==> src/rtl/multi_alarm_ctrl.sv <==
// multi_alarm_ctrl
//   Bank of NUM_ALARMS independent alarm channels sharing one time base.
//   Each channel stores an alarm time and runs a small FSM
//   (DISARMED / ARMED / RINGING / SNOOZED) that is advanced on sec_tick.
//   All outputs come straight from flops loaded with next-state values.
//
// state    | meaning
// ---------+-----------------------------------------------------------
// DISARMED | channel ignored, no time match checks
// ARMED    | waiting for current time == stored time on a sec_tick
// RINGING  | buzzer on; cnt counts ticks toward the ring timeout
// SNOOZED  | buzzer off; cnt counts down to the next ring
//
// Ports
//   clk, reset                 clock, synchronous active-high reset
//   sec_tick                   one-cycle pulse per second
//   current_24_hour/min/sec    current binary 24-hour time
//   set_alarm, alarm_sel       write strobe and addressed channel
//   alarm_input_hour/min/sec   alarm time to write
//   alarm_enable_in            1 = arm, 0 = disarm on write
//   snooze_alarm, stop_alarm   level inputs, acted on at rising edge
//   alarm_buzzer               OR of ringing_mask
//   ringing_mask, armed_mask   per-channel status
//   active_alarm               lowest-index ringing channel (0 if none)
//   set_error                  one-cycle pulse on a rejected write
module multi_alarm_ctrl #(
    parameter int NUM_ALARMS       = 4,
    parameter int SNOOZE_SEC       = 5,
    parameter int RING_TIMEOUT_SEC = 60,
    parameter int MAX_SNOOZE       = 3,
    localparam int CW = (NUM_ALARMS > 1) ? $clog2(NUM_ALARMS) : 1
) (
    input  logic                  clk,
    input  logic                  reset,
    input  logic                  sec_tick,
    input  logic [7:0]            current_24_hour,
    input  logic [7:0]            current_24_min,
    input  logic [7:0]            current_24_sec,
    input  logic                  set_alarm,
    input  logic [CW-1:0]         alarm_sel,
    input  logic [7:0]            alarm_input_hour,
    input  logic [7:0]            alarm_input_min,
    input  logic [7:0]            alarm_input_sec,
    input  logic                  alarm_enable_in,
    input  logic                  snooze_alarm,
    input  logic                  stop_alarm,
    output logic                  alarm_buzzer,
    output logic [NUM_ALARMS-1:0] ringing_mask,
    output logic [NUM_ALARMS-1:0] armed_mask,
    output logic [CW-1:0]         active_alarm,
    output logic                  set_error
);

    typedef enum logic [1:0] {
        DISARMED = 2'd0,
        ARMED    = 2'd1,
        RINGING  = 2'd2,
        SNOOZED  = 2'd3
    } state_t;

    state_t     state_q [NUM_ALARMS];
    state_t     state_d [NUM_ALARMS];
    logic [7:0] hour_q  [NUM_ALARMS];
    logic [7:0] hour_d  [NUM_ALARMS];
    logic [7:0] min_q   [NUM_ALARMS];
    logic [7:0] min_d   [NUM_ALARMS];
    logic [7:0] sec_q   [NUM_ALARMS];
    logic [7:0] sec_d   [NUM_ALARMS];
    logic [7:0] cnt_q   [NUM_ALARMS];
    logic [7:0] cnt_d   [NUM_ALARMS];
    logic [3:0] snz_q   [NUM_ALARMS];
    logic [3:0] snz_d   [NUM_ALARMS];

    logic                  snooze_prev;
    logic                  stop_prev;
    logic                  snooze_rise;
    logic                  stop_rise;
    logic                  wr_ok;
    logic [NUM_ALARMS-1:0] ring_d;
    logic [NUM_ALARMS-1:0] armed_d;
    logic [CW-1:0]         active_d;

    assign snooze_rise = snooze_alarm & ~snooze_prev;
    assign stop_rise   = stop_alarm & ~stop_prev;

    // alarm_sel is widened before the range check so that non-power-of-two
    // channel counts reject the unused codes.
    assign wr_ok = set_alarm
                && (int'({1'b0, alarm_sel}) < NUM_ALARMS)
                && (alarm_input_hour <= 8'd23)
                && (alarm_input_min  <= 8'd59)
                && (alarm_input_sec  <= 8'd59);

    always_comb begin
        state_d  = state_q;
        hour_d   = hour_q;
        min_d    = min_q;
        sec_d    = sec_q;
        cnt_d    = cnt_q;
        snz_d    = snz_q;
        ring_d   = '0;
        armed_d  = '0;
        active_d = '0;

        for (int i = 0; i < NUM_ALARMS; i++) begin
            if (wr_ok && (alarm_sel == CW'(i))) begin
                hour_d[i]  = alarm_input_hour;
                min_d[i]   = alarm_input_min;
                sec_d[i]   = alarm_input_sec;
                cnt_d[i]   = '0;
                snz_d[i]   = '0;
                state_d[i] = alarm_enable_in ? ARMED : DISARMED;
            end else if (stop_rise && (state_q[i] == RINGING || state_q[i] == SNOOZED)) begin
                state_d[i] = ARMED;
                cnt_d[i]   = '0;
                snz_d[i]   = '0;
            end else if (snooze_rise && state_q[i] == RINGING
                         && int'(snz_q[i]) < MAX_SNOOZE) begin
                state_d[i] = SNOOZED;
                cnt_d[i]   = 8'(SNOOZE_SEC);
                snz_d[i]   = snz_q[i] + 4'd1;
            end else if (sec_tick) begin
                case (state_q[i])
                    ARMED: begin
                        if (current_24_hour == hour_q[i] && current_24_min == min_q[i]
                            && current_24_sec == sec_q[i]) begin
                            state_d[i] = RINGING;
                            cnt_d[i]   = '0;
                        end
                    end
                    RINGING: begin
                        if (cnt_q[i] == 8'(RING_TIMEOUT_SEC - 1)) begin
                            state_d[i] = ARMED;
                            cnt_d[i]   = '0;
                            snz_d[i]   = '0;
                        end else begin
                            cnt_d[i] = cnt_q[i] + 8'd1;
                        end
                    end
                    SNOOZED: begin
                        // Tick that brings the count to zero re-rings.
                        if (cnt_q[i] <= 8'd1) begin
                            state_d[i] = RINGING;
                            cnt_d[i]   = '0;
                        end else begin
                            cnt_d[i] = cnt_q[i] - 8'd1;
                        end
                    end
                    default: ;
                endcase
            end
            ring_d[i]  = (state_d[i] == RINGING);
            armed_d[i] = (state_d[i] != DISARMED);
        end

        for (int i = NUM_ALARMS - 1; i >= 0; i--) begin
            if (ring_d[i]) active_d = CW'(i);
        end
    end

    always_ff @(posedge clk) begin
        if (reset) begin
            for (int i = 0; i < NUM_ALARMS; i++) begin
                state_q[i] <= DISARMED;
                hour_q[i]  <= '0;
                min_q[i]   <= '0;
                sec_q[i]   <= '0;
                cnt_q[i]   <= '0;
                snz_q[i]   <= '0;
            end
            snooze_prev  <= 1'b0;
            stop_prev    <= 1'b0;
            alarm_buzzer <= 1'b0;
            ringing_mask <= '0;
            armed_mask   <= '0;
            active_alarm <= '0;
            set_error    <= 1'b0;
        end else begin
            state_q      <= state_d;
            hour_q       <= hour_d;
            min_q        <= min_d;
            sec_q        <= sec_d;
            cnt_q        <= cnt_d;
            snz_q        <= snz_d;
            snooze_prev  <= snooze_alarm;
            stop_prev    <= stop_alarm;
            alarm_buzzer <= |ring_d;
            ringing_mask <= ring_d;
            armed_mask   <= armed_d;
            active_alarm <= active_d;
            set_error    <= set_alarm & ~wr_ok;
        end
    end

endmodule

==> config.mk <==
export PLATFORM = sky130hd
export DESIGN_NAME = multi_alarm_ctrl
export DESIGN_NICKNAME = d
export VERILOG_FILES = /design/src/rtl/multi_alarm_ctrl.sv
export SDC_FILE = /design/constraint.sdc
export NUM_CORES = 1
export LEC_CHECK = 0
export CORE_UTILIZATION = 55
export DETAILED_ROUTE_END_ITERATION = 8
export GPL_ROUTABILITY_DRIVEN = 0
export GPL_TIMING_DRIVEN = 1
export HOLD_SLACK_MARGIN = 0.05
export PLACE_DENSITY = 0.76
export SLEW_MARGIN = 20
export SYNTH_ARGS = -nofsm -noshare
export SYNTH_HDL_FRONTEND = slang
export SYNTH_SLANG_ARGS = --single-unit
==> constraint.sdc <==
create_clock -name clk -period 3.5 [get_ports clk]
set_input_delay 1.05 -clock clk [delete_from_list [all_inputs] [get_ports clk]]
set_output_delay 1.05 -clock clk [all_outputs]
set_load 0.01 [all_outputs]
# After elaboration in Yosys (flattened, before gate mapping)

Index checks and enable logic that the tools add are counted.

Flip-flop bits (word level): 166
Latch bits: 0
Bits in writable memories: 0
ROM bits: 0
Output and inout bits: 12
Logic and storage cells: 263
Memories: 0

Add/sub/neg operators: 12
Multipliers: 0
Divide/modulo/power cells: 0
Magnitude comparators: 11
Equality and inequality tests: 43
Shift operators: 0
Multiplexer cells: 76
Bitwise logic cells: 6
Reduce and logical (&&, ||, !) cells: 79

Operators by type and width:

| kind                                                                          | number |
|---|---|
| 8-bit equality test                                                           | 12 |
| 8-bit 2-to-1 mux                                                              | 12 |
| 8-bit case mux with 3 select lines                                            | 4 |
| 4-bit 2-to-1 mux                                                              | 16 |
| 2-bit 2-to-1 mux                                                              | 30 |
| 3-bit AND reduction                                                           | 12 |
| 8-bit by 1-bit adder with 8-bit output (second input constant)                | 4 |
| 8-bit by 6-bit equality test with 1-bit output (second input constant)        | 4 |
| 8-bit by 1-bit <= comparator with 1-bit output (second input constant)        | 4 |
| 2-bit nonzero test                                                            | 16 |
| 8-bit by 1-bit subtractor with 8-bit output (second input constant)           | 4 |
| 2-bit equality test (second input constant)                                   | 14 |
| 1-bit logical AND                                                             | 27 |
| 3-bit 2-to-1 mux                                                              | 8 |
| 2-bit case mux with 3 select lines                                            | 4 |
| 4-bit OR reduction                                                            | 5 |
| 4-bit by 1-bit adder with 4-bit output (second input constant)                | 4 |
| 8-bit by 6-bit <= comparator with 1-bit output (second input constant)        | 2 |
| 4-bit by 2-bit less-than comparator with 1-bit output (second input constant) | 4 |
| 4-bit nonzero test                                                            | 4 |
| 3-bit OR reduction                                                            | 5 |
| 3-bit != test (second input constant)                                         | 4 |
| 3-bit nonzero test                                                            | 4 |
| 2-bit by 1-bit equality test with 1-bit output (second input constant)        | 5 |
| 8 further kinds                                                               | 19 |

# Logic depth before layout (Yosys ltp)

Gate-level depths: netlist (run 1).

Depth after elaboration: 13
Gate-level depth with buffers: 10

# Worst setup path after synthesis (run 1)

Ideal clock, no wire load.

Kind: in2reg
Start point: input port current_24_min[6]
End point: register cnt_q[10] (netlist bit)
Setup time: 0.116 ns
Data arrival time: 2.782 ns
Setup slack: 0.603 ns
Stages on the path: 8
Cells stage by stage: buf_6 -> xnor2_2 -> nand4_1 -> nor4_2 -> a21oi_1 -> or3_1 -> or4_1 -> and3b_1

Cells in the longest elaborated chain, start to end: 5

RTL lines:

| what                                 | RTL line | text |
|---|---|---|
| start: declaration                   | 37       | `input logic [7:0] current_24_min,` |
| 8-bit equality test                  | 125      | `if (current_24_hour == hour_q[i] && current_24_min == min_q[i]` |
| 1-bit logical AND                    | 125      |  |
| 1-bit logical AND                    | 126      | `&& current_24_sec == sec_q[i]) begin` |
| 3-bit != test (no source line)       | --       |  |
| 3-bit AND reduction (no source line) | --       |  |
| end signal: assignment               | 183      | `cnt_q <= cnt_d;` |
| end: declaration                     | 69       | `logic [7:0] cnt_q [NUM_ALARMS];` |

Every way passes these cells.
A chain may end at the register's enable or synchronous reset.

# Final worst setup path (run 1)

Start point: input port current_24_min[5]
End point: register cnt_q[10] (netlist bit)

The elaborated chain is that of the path after synthesis.

==> results.yml, run 1 <==
route:
  drc_errors: 0
  drt_iter0_drc: 658
  wl_mm: 24.1
  wire_per_inst_um: 17.0
  vias: 8268
  first_pass_iters: 5
  viasPerCell: 5.83
  drtAntennaViolNets: 0
worst_setup_path:
  worstSetupPathType: "input pin to flop"
  required_ns: 3.83
  cp_max_fo: 2
  cp.arrival_ns: 3.60
  setup.worst_path.start_class: "input pin"
  worstSetupEndpointType: "flop"
synth:
  netlist_area_um2: 8750
  yosysSeqAreaShare_pct: 38.0
  yosys.cell_types.count: 73
  async_flop_share_pct: 0
  syn-instance-count: 1097
  synth_ff_type: "dfxtp_1"
  synth_nets: 1170
  yosys_warnings: 0
  synth_edf_count: 0
  ys_ff_latch: 166
  postSynthAreaPerCell_um2: 7.98
sta:
  final-hold-violation-count: 0
  fmax_mhz: 306
  drv_slew: 0
  fin_skew_ns: 0.00919
  tightest_slew_ns: 0.864
  whs_ns: 0.462
  relSlewSlack_pct: 41.7
  period_minus_slack_ns: 3.27
  setup_violations: 0
  rsz0062_at_grt: "false"
  post-route-period-util_pct: 93.4
finish:
  fin_nets: 1268
  nFillCells: 1276
  drive_gt1_share_pct: 10.9
  utilization_pct: 69.1
  ff_latch_area_um2: 3320
  antenna_cells: 0
  area_growth_pct: 21.4
  multi_input_area_um2: 5110
  final_cells: 1418
placed_design:
  hpwl_mm: 17.0
  portBuffers: 68
  placed_cells: 1387
clocking:
  clockBufferDepth: 2
  post_cts_resized: 0
  hold_buffers: 0
  clk_latency_ns: 0.44
  numCtsBuffers: 17
  cts_setup_buffers: 0
  ctsHtreeMaxLevel: 4
  clkTransAtPathRegs_ns: 0.06
  tritoncts: "built"
  cts_root_buf: "clkbuf_16"
  cts.sinks: 166
power_and_ir_drop:
  total_power_w: 0.00420
  cellPowerDensity_nw_per_um2: 395
  ir_drop_uv: 435
  p_leak_nw: 3.82
global_route:
  grt_pass1_vias: 7653
  grt_max_degree: 74
  grt_use_total_pct: 30.7
  grt_overflow_total: 0
  antenna_found_initial: 0
  grt_pass1_wl_mm: 38.8
floorplanning:
  start_util_pct: 56.9
  die_w_um: 128
  core_area_um2: 15400
  num_rows: 45
  ioPinCount: 69
  die_y_um: 128
  die_area_um2: 16400
worst_hold_path:
  min-delay-path-class: "flop to flop"
status:
  status: "finished, final reports clean"
run:
  max-cap-violations: 0
==> state kept, by name, summed over array words and instances, names as in the netlist <==
name          cells
sec_q            32
ringing_mask      4
active_alarm      2
min_q            32
snooze_prev       1
alarm_buzzer      1
snz_q            16
armed_mask        4
set_error         1
hour_q           32
stop_prev         1
cnt_q            32
state_q           8
==> metal layers <==
layer	part of all wire, %	vias up	wire length (µm)	track usage [%]
met3	6.0	46	1430	4.88
met1	43	3861	10400	38.9
li1	-	4034	-	-
met5	0	-	0	0
met4	3.2	0	777	14.0
met2	48	327	11500	51.2
==> cells in the mapped netlist, types with 5 or more instances <==
cell	instances	area (µm²)
or3_1	8	50.1
a22oi_1	14	105
a211oi_1	9	67.6
clkbuf_1	52	195
and2_1	38	238
inv_1	15	56.3
o22ai_1	10	62.6
nor2b_1	13	81.3
nand4_1	25	156
xnor2_1	60	526
nand2_1	197	739
nand2b_1	11	68.8
nor4_1	17	106
and3_1	14	87.6
a31oi_1	9	56.3
dfxtp_1	166	3320
nand3_1	29	145
xor2_1	42	368
a21oi_1	116	581
o21ai_0	31	155
ha_1	16	200
nor2_1	76	285
buf_2	5	25.0
nor3_1	22	110
or2_2	7	43.8
==> layout make-up <==
cell class | instances | area share, %
repair buffers | 141 | 11.6
multi-input cells | 854 | 48.1
clock buffers | 18 | 4.14
clock inverters | 13 | 1.84
inverters | 15 | 0.530
flip-flops and latches | 166 | 31.3
well taps | 211 | 2.49
==> kinds of logic (layout without fill, tap and decap cells) <==
group	count (synthesis)	after routing	share of synthesized area, %
buffers and inverters	77	187	3.72
flip-flops	166	166	38.0
multiplexers	5	5	0.858
XOR/XNOR	103	103	10.4
AND/OR/NAND/NOR	483	483	27.1
adder cells (fa/ha/maj)	16	16	2.29
AO/OA/AOI/OAI	247	247	17.6
==> cell usage in the layout (no fill, tap or decap), drive strengths merged, types with 11 or more instances in the layout <==
master and n:
buf 74, nand2b 11, a21oi 116, o21ai 35, nor3 24, nor2b 13, nor2 76, xor2 42
xnor2 61, clkdlybuf4s50 67, and3 14, nand4 25, nor4 20, a22oi 14, nand2 197, clkbuf 18
dfxtp 166, or2 11, inv 19, and2 38, ha 16, nand3 30
==> final timing paths <==
path                            depth (start not counted)  slack, ns            to         startpoint
worst max-delay path                                    8       0.23     cnt_q[10]  current_24_min[5]
worst min-delay path                                    2       0.46      sec_q[3]           sec_q[3]
worst max register to register                          8       0.79  alarm_buzzer           cnt_q[8]
worst min register to register                          2       0.46      sec_q[3]           sec_q[3]
==> critical path, cell delays in order <==
cell and delay [ns]:
clkdlybuf4s50_1 0.46, xnor2_1 0.35, nand4_1 0.21, nor4_2 0.35, a21oi_1 0.15, or3_1 0.34
or4_1 0.49, and3b_1 0.19
==> stage by stage <==
step | cell area, µm² | setup TNS [ns] | worst slack [ns]
final | 10600 | 0 | 0.230
after global routing | 10600 | 0 | 0.118
after CTS | 10600 | 0 | 0.240
after detailed placement | 9990 | -0.438 | -0.211
after global placement | 9990 | -0.233 | -0.193
after floorplan | 8750 | 0 | 0.603
==> where the power goes <==
group / internal, W / switching (W) / total [W]
Sequential: 0.00189 / 0.000000901 / 0.00189
Combinational: 0.000132 / 0.000146 / 0.000277
Clock: 0.00122 / 0.000807 / 0.00203
Total: 0.00324 / 0.000953 / 0.00420
No activity file was read; power rests on OpenSTA's default activity.
==> run 2, diff against run 1 <==
--- a/config.mk
+++ b/config.mk
@@ -11,6 +11,7 @@
 export GPL_TIMING_DRIVEN = 1
 export HOLD_SLACK_MARGIN = 0.05
 export PLACE_DENSITY = 0.76
+export SKIP_LAST_GASP = 1
 export SLEW_MARGIN = 20
 export SYNTH_ARGS = -nofsm -noshare
 export SYNTH_HDL_FRONTEND = slang
==> results of run 2 <==
No change in the layout: final DEF, timing and power equal those of run 1.
==> run 3, diff against run 2 <==
--- a/config.mk
+++ b/config.mk
@@ -11,6 +11,7 @@
 export GPL_TIMING_DRIVEN = 1
 export HOLD_SLACK_MARGIN = 0.05
 export PLACE_DENSITY = 0.76
+export REMOVE_ABC_BUFFERS = 1
 export SKIP_LAST_GASP = 1
 export SLEW_MARGIN = 20
 export SYNTH_ARGS = -nofsm -noshare
==> run 3 against run 2 <==
First-iteration DRC count is 29% higher. Critical endpoint is now alarm_buzzer. Largest cell class unchanged. Die area is the same. Non-clock buffer count fell by 5.
==> results.yml, run 3 (synthesis gave the netlist of run 1 again) <==
status:
  status: "finished, final reports clean"
placed_design:
  place_area_um2: 9940
  portBuffers: 68
  placed_cells: 1382
  dp_slack_ns: -0.0345
  hpwl_mm: 16.7
route:
  first_pass_iters: 7
  vias: 8248
  wire_per_inst_um: 16.6
  drt_iter0_drc: 850
  drtAntennaViolNets: 0
  viasPerCell: 5.83
  wl_met3_mm: 1.28
  wl_met1_mm: 10.3
  wl_mm: 23.5
  drc_errors: 0
  highest_layer: "met4"
  wl_met2_mm: 11.4
power_and_ir_drop:
  pwr-share-clk_pct: 48.2
  p_int_w: 0.00317
  swShare_pct: 23.9
  p_leak_nw: 3.79
  p_comb_share_pct: 6.3
  power_frac_seq_pct: 45.4
  power.switching_w: 0.000993
  cellPowerDensity_nw_per_um2: 394
  ir_drop_uv: 375
sta:
  post-route-period-util_pct: 91.9
  period_minus_slack_ns: 3.22
  drv_slew: 0
  tns_ns: 0
  relSlewSlack_pct: 38.1
  final.setup.worst_slack_ns: 0.284
  final-hold-violation-count: 0
  tightest_slew_ns: 0.916
  setup_violations: 0
  rsz0062_at_grt: "false"
  fmax_mhz: 311
  fin_skew_ns: 0.0111
floorplanning:
  die_y_um: 128
  die_area_um2: 16400
  die_w_um: 128
  start_util_pct: 56.9
  ioPinCount: 69
  core_area_um2: 15400
  num_rows: 45
worst_hold_path:
  min_path_cells: 2
  min-delay-path-class: "flop to flop"
worst_setup_path:
  cp.arrival_ns: 3.54
  cp_max_fo: 4
  rr_worst_depth: 9
  worstSetupPathType: "input pin to flop"
  required_ns: 3.83
  worstSetupEndpointType: "flop"
  setup.worst_path.start_class: "input pin"
finish:
  finalInstanceArea_um2: 10600
  utilization_pct: 68.8
  final_cell_mix: "197 x nand2_1, 166 x dfxtp_1, 116 x a21oi_1"
  final_cells: 1414
  area_growth_pct: 20.8
  drive_gt1_share_pct: 10.6
  fin_nets: 1263
  antenna_cells: 0
  final_common_cell: "nand2_1"
clocking:
  clk_latency_ns: 0.43
  ctsHtreeMaxLevel: 4
  cts_setup_buffers: 0
  tritoncts: "built"
  numCtsBuffers: 17
  post_cts_resized: 0
  cts_root_buf: "clkbuf_16"
  clockBufferDepth: 2
  clkTransAtPathRegs_ns: 0.07
  hold_buffers: 0
  cts.sinks: 166
global_route:
  antenna_found_initial: 0
  grt_use_total_pct: 29.8
  grt_pass1_wl_mm: 38.5
  grt_max_degree: 35
  grt_overflow_total: 0
  grt_pass1_vias: 7711
run:
  max-cap-violations: 0
[run 3: cell count changes in the layout (fill, tap and decap cells not counted), sizes merged]
cell / delta
inv: +2
clkinv: +1
bufinv: -1
buf: -5
clkbuf: -1
[run 3: metal layers]
| metal | global-route usage [%] | vias up |
|---|---|---|
| li1 | - | 4019 |
| met1 | 37.9 | 3909 |
| met2 | 50.4 | 267 |
| met3 | 5.63 | 53 |
| met4 | 10.8 | 0 |
| met5 | 0 | - |
[run 3: worst paths after layout]
| kind | end | from | slack, ns |
|---|---|---|---|
| hold reg to reg | sec_q[9] | sec_q[9] | 0.47 |
| hold / removal | sec_q[9] | sec_q[9] | 0.47 |
| setup reg to reg | alarm_buzzer | cnt_q[8] | 0.65 |
| setup / recovery | alarm_buzzer | current_24_hour[3] | 0.28 |
[run 3: worst max-delay path: stages]
cell and delay [ns]:
clkdlybuf4s50_1 0.51, buf_4 0.20, xnor2_1 0.19, nand4_1 0.12, nor4_1 0.45, buf_4 0.20, nand4_1 0.08, a21boi_0 0.21
buf_4 0.16, a21oi_1 0.07, a31oi_1 0.27
[run 3: cell type report]
cell class	count	area [µm²]
flip-flops and latches	166	3320
inverters	15	56.3
repair buffers	136	1190
clock buffers	17	425
fillers	1271	4800
multi-input cells	854	5110
well taps	211	264
clock inverters	15	211
[run 3: power by group through the flow]
stage | clock, W | sequential [W] | combinational (W)
after global routing | 0.00211 | 0.00189 | 0.000279
after CTS | 0.00203 | 0.00189 | 0.000262
after global placement | 0 | 0.00193 | 0.000257
final | 0.00201 | 0.00189 | 0.000264
after floorplan | 0 | 0.00193 | 0.0000745
after detailed placement | 0 | 0.00193 | 0.000258
[run 3: stage by stage]
stage	power, W	hold slack [ns]
4_1_cts	0.00418	0.454
5_1_grt	0.00428	0.477
6_report	0.00416	0.466
2_1_floorplan	0.00201	0.413
3_3_place_gp	0.00219	0.430
3_5_place_dp	0.00219	0.433
